===== src/rtl/regfile_dump.sv =====
// regfile_dump
//   Read-side dump engine for the CPU register file. A start pulse walks an
//   inclusive index range [start_addr..end_addr], wrapping modulo
//   2**ADDRESS_WIDTH, through a spare asynchronous read port. Each value is
//   presented on a valid/ready stream together with its index. The engine
//   never writes the register file, so words reflect the storage contents in
//   the cycle each one is read (not an atomic snapshot).
//
// Ports
//   clk         rising-edge clock
//   rst         asynchronous, active-high reset
//   start       begin a dump (sampled only while idle)
//   abort       synchronous cancel, returns to idle without a done pulse
//   start_addr  first index, latched when start is accepted
//   end_addr    last index (inclusive), latched when start is accepted
//   rd_addr     index presented to the register-file read port
//   rd_data     combinational read data for rd_addr
//   out_valid   out_data/out_index hold a word
//   out_ready   consumer accepts the word when out_valid && out_ready
//   out_data    captured register value
//   out_index   index of out_data
//   busy        high from accepted start until done or abort
//   done        one-cycle pulse after the last word is accepted
module regfile_dump #(
  parameter int ADDRESS_WIDTH = 5,
  parameter int DATA_WIDTH    = 32,
  parameter bit ZERO_X0       = 1'b1
) (
  input  logic                     clk,
  input  logic                     rst,
  input  logic                     start,
  input  logic                     abort,
  input  logic [ADDRESS_WIDTH-1:0] start_addr,
  input  logic [ADDRESS_WIDTH-1:0] end_addr,
  output logic [ADDRESS_WIDTH-1:0] rd_addr,
  input  logic [DATA_WIDTH-1:0]    rd_data,
  output logic                     out_valid,
  input  logic                     out_ready,
  output logic [DATA_WIDTH-1:0]    out_data,
  output logic [ADDRESS_WIDTH-1:0] out_index,
  output logic                     busy,
  output logic                     done
);

  typedef enum logic [1:0] {
    S_IDLE = 2'd0,
    S_READ = 2'd1,
    S_SEND = 2'd2,
    S_DONE = 2'd3
  } state_t;

  localparam logic [ADDRESS_WIDTH-1:0] ADDR_ONE = ADDRESS_WIDTH'(1);

  state_t                   state;
  logic [ADDRESS_WIDTH-1:0] ptr;
  logic [ADDRESS_WIDTH-1:0] end_ptr;

  // x0 is architecturally zero; hide whatever the storage happens to hold.
  function automatic logic [DATA_WIDTH-1:0] zero_mask(
    input logic [ADDRESS_WIDTH-1:0] idx,
    input logic [DATA_WIDTH-1:0]    d
  );
    if (ZERO_X0 && (idx == '0)) begin
      return '0;
    end
    return d;
  endfunction

  // The read port always follows the walk pointer; it is only consumed in READ.
  assign rd_addr = ptr;

  always_ff @(posedge clk or posedge rst) begin
    if (rst) begin
      state     <= S_IDLE;
      ptr       <= '0;
      end_ptr   <= '0;
      out_data  <= '0;
      out_index <= '0;
      out_valid <= 1'b0;
      busy      <= 1'b0;
      done      <= 1'b0;
    end else if (abort && (state != S_IDLE)) begin
      // Abort outranks handshakes and completion in every active state.
      state     <= S_IDLE;
      out_valid <= 1'b0;
      busy      <= 1'b0;
      done      <= 1'b0;
    end else begin
      case (state)
        S_IDLE: begin
          if (start) begin
            ptr     <= start_addr;
            end_ptr <= end_addr;
            busy    <= 1'b1;
            state   <= S_READ;
          end
        end
        // READ -> SEND: capture the asynchronous read data for the current index.
        S_READ: begin
          out_data  <= zero_mask(ptr, rd_data);
          out_index <= ptr;
          out_valid <= 1'b1;
          state     <= S_SEND;
        end
        // SEND: hold the word until accepted, then step or finish.
        S_SEND: begin
          if (out_ready) begin
            out_valid <= 1'b0;
            if (ptr == end_ptr) begin
              done  <= 1'b1;
              state <= S_DONE;
            end else begin
              ptr   <= ptr + ADDR_ONE;
              state <= S_READ;
            end
          end
        end
        S_DONE: begin
          done  <= 1'b0;
          busy  <= 1'b0;
          state <= S_IDLE;
        end
        default: begin
          state <= S_IDLE;
        end
      endcase
    end
  end

endmodule

===== config.mk =====
export PLATFORM = sky130hd
export DESIGN_NAME = regfile_dump
export DESIGN_NICKNAME = d
export VERILOG_FILES = /design/src/rtl/regfile_dump.sv
export SDC_FILE = /design/constraint.sdc
export NUM_CORES = 1
export LEC_CHECK = 0
export CORE_MARGIN = 5
export CORE_UTILIZATION = 47
export CTS_BUF_LIST = sky130_fd_sc_hd__clkbuf_8
export CTS_CLUSTER_DIAMETER = 120
export CTS_CLUSTER_SIZE = 14
export DETAILED_ROUTE_END_ITERATION = 16
export GPL_TIMING_DRIVEN = 1
export HOLD_SLACK_MARGIN = 0.15
export PLACE_DENSITY = 0.95
export SLEW_MARGIN = 20
export SYNTH_ARGS = -nofsm -noshare
export SYNTH_HDL_FRONTEND = slang
export SYNTH_SLANG_ARGS = --single-unit

===== constraint.sdc =====
create_clock -name clk -period 3.21 [get_ports clk]
set_input_delay 0.4815 -clock clk [delete_from_list [all_inputs] [get_ports clk]]
set_output_delay 0.4815 -clock clk [all_outputs]
set_load 0.01 [all_outputs]

==> impl_metrics.tcl, run 1 <==
set metrics [dict create \
    slowest_stage "nor2b_1" \
    cts_buffer_depth 2 \
    p_sw_w 0.0007214 \
    drive_above_1_share_pct 7.224 \
    crit_end "rd_addr[4]" \
    startpoint "state[1]" \
    period_share_pct 65.67 \
    path_depth 4 \
    clk_latency_ns 0.30 \
    syn_area_um2 2143 \
    worst_pin_slew_ns 0.9952 \
    cts.sinks 52 \
    synth_common_cells "dfrtp_1 (52), a22o_1 (32), nand2_1 (11)" \
    clk_pin_slew_ns 0.09 \
    stdcell_count 315 \
    avgSynthCellArea_um2 12.32 \
    numPortBuffers 91 \
    yosysSeqAreaShare_pct 60.71 \
    comb_power_share_pct 39.8 \
    route.detailed.drc 0 \
    p_leak_nw 1.361 \
    ys_async_sr_fraction_pct 100.0 \
    grt_max_degree 53 \
    grt_first_pass_wirelength_um 8887 \
    die_x_um 77.53 \
    r2r-end "rd_addr[4]" \
    synth_cell_types 34 \
    tns_ns 0 \
    crit_family "simple AND/OR/NAND/NOR gates" \
    path_class "flop to flop" \
    dr.pass1.iters 4 \
    cts_resized 0 \
    crit_fanout 16 \
    seq_power_share_pct 44.1 \
    rsz0062_at_grt "no" \
    avgRoutedWirePerCell_um 17.13 \
    synth_edf_count 0 \
    ant_nets 0 \
    critPathArrivalTime_ns 2.30 \
    postCtsSetupRepairBufs 0 \
    synthMostInstantiatedCell "dfrtp_1" \
    worstSetupEndpointType "flop" \
    num_io_pins 92 \
    num_antenna_cells 0 \
    min_path_type "flop to flop" \
    place_area_um2 3079 \
    row_count 24 \
    cts-root-buf "clkbuf_8" \
    cts_buffers 5 \
    dieArea_um2 6011 \
    grt_antenna_before_repair 0 \
    nFillCells 311 \
    pwr-share-clk_pct 16.1 \
    post-place-cells 307 \
    cp.required_ns 3.40 \
    p_int_w 0.001613 \
    tritoncts "done" \
    crit_path_start_kind "flop" \
    ys_warn_count 0 \
    syn-instance-count 174 \
    hold_viol_final 0 \
    power.density_nw_per_um2 735.3 \
    synth_ff_type "dfrtp_1" \
    synth_nets 223 \
    worstPathCellList "nor2b_1, nand2_1, o32a_1, o22a_1" \
    r2r_slack_ns 1.10 \
    peakVddDrop_mv 0.4344 \
    grt_overflow_total 0 \
    synth_area_leader_cell "dfrtp_1" \
    design_area_um2 3174 \
    finalSetupViolations 0 \
    power_w 0.002334 \
    fp.coreArea_um2 4384 \
    r2r-start "state[1]" \
    avgViaCountPerCell 5.413 \
    cp_num_buf_inv 0 \
    maxCapViolCount 0 \
    synth.area.top_cells "dfrtp_1 (61%), a22o_1 (13%), mux2_2 (4.2%), nand2_1 (1.9%), a21oi_1 (1.4%)" \
    hold-worst-slack_ns 0.4889 \
    drtIter0Drc 121 \
    maxSlewViolCount 0 \
    die_y_um 77.53 \
    start_util_pct 48.89 \
    fmax_mhz 474.4 \
    fin_nets 311 \
    slew_headroom_pct 33.52 \
    p_sw_share_pct 30.90 \
    slowest_delay_ns 0.83 \
    place.gp.congestion 0.8234 \
    wl_um 5396 \
    htreeDepth 2 \
    outcome "complete, no violations" \
    ys_ff_latch 52 \
    hpwl_um 3964 \
    rr_worst_depth 4 \
    grt_pass1_vias 1762 \
    finClkSkew_ns 0.003446 \
    yosysTopAreaCellShare_pct 60.71 \
    period_needed_ns 2.108 \
    ctsHoldBuffers 0 \
    syn_to_final_growth_pct 48.10 \
    grt.total_usage_pct 18.22 \
    vias 1705 \
]
tightest hold or removal path: stages, from the launching register on:
cell	delay, ns
dfrtp_1	0.35
nand2_1	0.05
o21ai_0	0.06
per-layer routing:
| layer | up-vias | part of all wire, % | track usage (%) |
|---|---|---|---|
| met5 | - | 0 | 0 |
| met4 | 0 | 1.0 | 3.608 |
| met3 | 7 | 5.4 | 4.861 |
| met2 | 58 | 48 | 29.29 |
| met1 | 836 | 45 | 25.04 |
| li1 | 804 | - | - |
layout make-up:
type	instances	area, um^2	share of cell area, %
sequential	52	1301	40.99
tap	52	65.06	2.050
timing repair buffer	93	925.9	29.17
clock inverter	2	11.26	0.3548
multi-input combinational	104	764.5	24.08
clock buffer	6	82.58	2.602
inverter	6	23.77	0.7489
cells by family (layout without fill, tap and decap cells):
family,Yosys count,in the layout,synth area share (%)
AOI/OAI and AO/OA,57,57,21.08
DFF,52,52,60.71
and+or+nand+nor,32,32,7.064
buffers and inverters,18,107,3.736
muxes,8,8,4.203
xor gates and xnor gates,5,5,2.044
adders and majority gates,2,2,1.167
sequential cells by signal, indices dropped and copies added, names as in the netlist:
name / cells
out_index: 5
busy: 1
done: 1
end_ptr: 5
rd_addr: 5
out_valid: 1
state: 2
out_data: 32
layout by cell type (no fill, tap or decap):
master / Yosys / layout
xnor2_1: 2 / 2
o22a_1: 3 / 3
nand2_1: 11 / 11
nand3b_1: 1 / 1
clkdlybuf4s50_1: 0 / 91
nor2b_1: 1 / 1
inv_1: 6 / 6
o22ai_1: 1 / 1
a211oi_1: 1 / 1
mux2_2: 8 / 8
ha_1: 2 / 2
o32ai_1: 1 / 1
nand2b_1: 4 / 4
a2bb2oi_1: 2 / 2
nor4b_1: 1 / 1
and2_1: 1 / 1
clkinv_2: 0 / 1
clkbuf_8: 0 / 6
o21bai_1: 1 / 1
a21o_1: 1 / 1
clkinvlp_4: 0 / 1
dfrtp_1: 52 / 52
a21oi_1: 6 / 6
nor2_2: 0 / 1
o32a_1: 1 / 1
o41ai_1: 1 / 1
a22o_1: 32 / 32
o21ai_0: 5 / 5
nor2_1: 8 / 7
a22oi_1: 1 / 1
and3_1: 1 / 1
nand3_1: 3 / 3
buf_4: 0 / 2
a41oi_1: 1 / 1
nor3_1: 1 / 1
xor2_1: 3 / 3
power by group through the flow:
| stage | Combinational (W) | Clock, W | Sequential, W |
|---|---|---|---|
| 4_1_cts | 0.000941 | 0.000386 | 0.00103 |
| 2_1_floorplan | 0.000334 | 0 | 0.00110 |
| 3_3_place_gp | 0.000909 | 0 | 0.00103 |
| 6_report | 0.000929 | 0.000377 | 0.00103 |
| 3_5_place_dp | 0.000939 | 0 | 0.00104 |
| 5_1_grt | 0.000993 | 0.000419 | 0.00106 |
per-stage QoR:
step,util (%),setup WS [ns]
2_1_floorplan,-,1.471
3_3_place_gp,70.23,1.001
4_1_cts,72.37,1.171
5_1_grt,72.40,0.9860
3_5_place_dp,70.23,0.9067
6_report,72.40,1.102
worst min path at each step:
stage	from	to	slack, ns	cells after the start
2_1_floorplan	end_ptr[2]	end_ptr[2]	0.50	1
5_1_grt	out_index[1]	out_index[1]	0.52	2
3_3_place_gp	out_index[1]	out_index[1]	0.46	2
3_5_place_dp	out_index[0]	out_index[0]	0.47	2
6_report	out_index[0]	out_index[0]	0.49	2
4_1_cts	out_index[0]	out_index[0]	0.49	2
(Power assumes the default switching activity.)
==> run 2: changes to the inputs <==
- CORE_UTILIZATION: 47 -> 39
- PLACE_DENSITY: 0.95 -> 0.86
- clock period: 3.21 -> 1.7 ns (I/O delays scaled with it)
==> run 2 against run 1 <==
Effect of this change: combinational power up 100%; sequential power grew 83%; total power grew 92%; final area increased by 4.9%; clock skew up 0.0051 ns; count of clock-buffer cells in the layout shrank 1; via count rose by 2.6%; setup slack worse by 1.0 ns; core utilization decreased by 11 points; register-to-register slack worse by 0.97 ns; global-route usage is 3.5 points lower; critical path type is now flop to primary output; highest routed layer unchanged.
==> impl_metrics.tcl, run 2 (same netlist as run 1, synthesis figures left out) <==
set metrics [dict create \
    stdcell_count 347 \
    pwr-share-clk_pct 15.5 \
    start_util_pct 39.41 \
    largest_register_ffs 32 \
    fin_ws_ns 0.06331 \
    period_share_pct 96.28 \
    r2r_slack_ns 0.13 \
    row_count 27 \
    num_antenna_cells 0 \
    cts_buffer_depth 2 \
    power.density_nw_per_um2 1345 \
    postCtsSetupRepairBufs 0 \
    dr.pass1.iters 4 \
    wl_met1_um 2397 \
    vias 1749 \
    die_y_um 84.13 \
    slowest_stage "clkdlybuf4s50_1" \
    cts-root-buf "clkbuf_8" \
    finClkSkew_ns 0.008552 \
    num_io_pins 92 \
    tritoncts "done" \
    rr_worst_depth 6 \
    dieArea_um2 7078 \
    dr_wl_met3_um 330 \
    avgViaCountPerCell 5.040 \
    maxUsedRoutingLayer "met4" \
    period_needed_ns 1.637 \
    wl_um 5263 \
    finalSetupViolations 0 \
    p_int_w 0.003095 \
    peakVddDrop_mv 0.6610 \
    hold_viol_final 0 \
    outcome "complete, no violations" \
    rsz0062_at_grt "no" \
    clk_pin_slew_ns 0.10 \
    r2r-start "rd_addr[1]" \
    numPortBuffers 91 \
    clk_latency_ns 0.30 \
    critPathArrivalTime_ns 1.38 \
    grt.total_usage_pct 14.72 \
    ctsHoldBuffers 0 \
    r2r-end "out_data[12]" \
    hpwl_um 3961 \
    min_path_type "primary input to async pin" \
    fp.coreArea_um2 5439 \
    final_common_cell "clkdlybuf4s50_1" \
    grt_pass1_vias 1705 \
    place.gp.congestion 0.8528 \
    syn_to_final_growth_pct 55.34 \
    worstPathCellList "buf_4, clkdlybuf4s50_1" \
    grt_first_pass_wirelength_um 8569 \
    p_leak_nw 1.430 \
    fin_nets 323 \
    ant_nets 0 \
    htreeDepth 2 \
    maxSlewViolCount 0 \
    grt_overflow_total 0 \
    tns_ns 0 \
    cts_buffers 5 \
    drtIter0Drc 102 \
    grt_max_degree 53 \
    grt_antenna_before_repair 0 \
    maxCapViolCount 0 \
    seq_power_share_pct 42.2 \
    cp.required_ns 1.44 \
    drive_above_1_share_pct 12.36 \
    cts_resized 0 \
    fmax_mhz 611.0 \
    avgRoutedWirePerCell_um 15.17 \
    pre_cts_slack_ns 0.01041 \
    worstSetupEndpointType "primary output" \
    crit_fanout 6 \
    p_sw_w 0.001384 \
    largest_register "out_data" \
    die_x_um 84.13 \
    cts.sinks 52 \
    slew_headroom_pct 77.10 \
    final_cell_mix "clkdlybuf4s50_1 (90), dfrtp_1 (51), a22o_1 (32)" \
    route.detailed.drc 0 \
    worst_pin_slew_ns 0.3388 \
    comb_power_share_pct 42.3 \
    path_class "flop to primary output" \
    crit_path_start_kind "flop" \
    slowest_delay_ns 0.56 \
    post-place-cells 339 \
    wl_met2_um 2446 \
    p_sw_share_pct 30.90 \
    power_w 0.004479 \
]
-- run 2: layout make-up --
class                           count  area, um^2
Fill cell                         454        2110
Sequential cell                    52        1303
Timing Repair Buffer              105        1056
Multi-Input combinational cell    104       765.7
Tap cell                           72       90.09
Clock buffer                        5       68.82
Clock inverter                      3       23.77
Inverter                            6       22.52
-- run 2: critical path, delay by kind of cell (launching register included) --
kind                   cells  cell delay (ns)
buffers and inverters      2             0.71
DFF                        1             0.37
-- run 2: routing by layer --
metal  global-route usage [%]  up-vias
met5                        0        -
li1                         -      830
met4                    5.409        0
met2                    22.02       69
met1                    20.95      842
met3                    3.337        8
-- run 2: through the flow --
| step | hold WS, ns | instance area (um^2) | utilization [%] |
|---|---|---|---|
| after global routing | 0.3233 | 3329 | 61.21 |
| final | 0.3020 | 3329 | 61.21 |
| after global placement | 0.4602 | 3232 | 59.42 |
| after CTS | 0.3117 | 3324 | 61.12 |
| after detailed placement | 0.4763 | 3232 | 59.42 |
| after floorplan | 0.3181 | 2143 | - |
-- run 2: power groups by stage --
| stage | clock network, W | logic, W | registers, W |
|---|---|---|---|
| 6_report | 0.000693 | 0.00190 | 0.00189 |
| 5_1_grt | 0.000775 | 0.00204 | 0.00195 |
| 4_1_cts | 0.000721 | 0.00192 | 0.00189 |
| 3_5_place_dp | 0 | 0.00192 | 0.00191 |
| 3_3_place_gp | 0 | 0.00188 | 0.00190 |
| 2_1_floorplan | 0 | 0.000631 | 0.00208 |
-- run 2: worst max-delay path by stage --
| stage | start | end | slack [ns] | cells past startpoint |
|---|---|---|---|---|
| final | rd_addr[3] | rd_addr[3] | 0.06 | 2 |
| after global routing | rd_addr[2] | rd_addr[2] | 0.01 | 2 |
| after CTS | rd_addr[0] | rd_addr[0] | 0.008 | 2 |
| after detailed placement | abort | out_index[2] | 0.01 | 5 |
| after global placement | abort | out_index[4] | 0.04 | 5 |
| after floorplan | rd_addr[2] | rd_addr[4] | 0.06 | 7 |
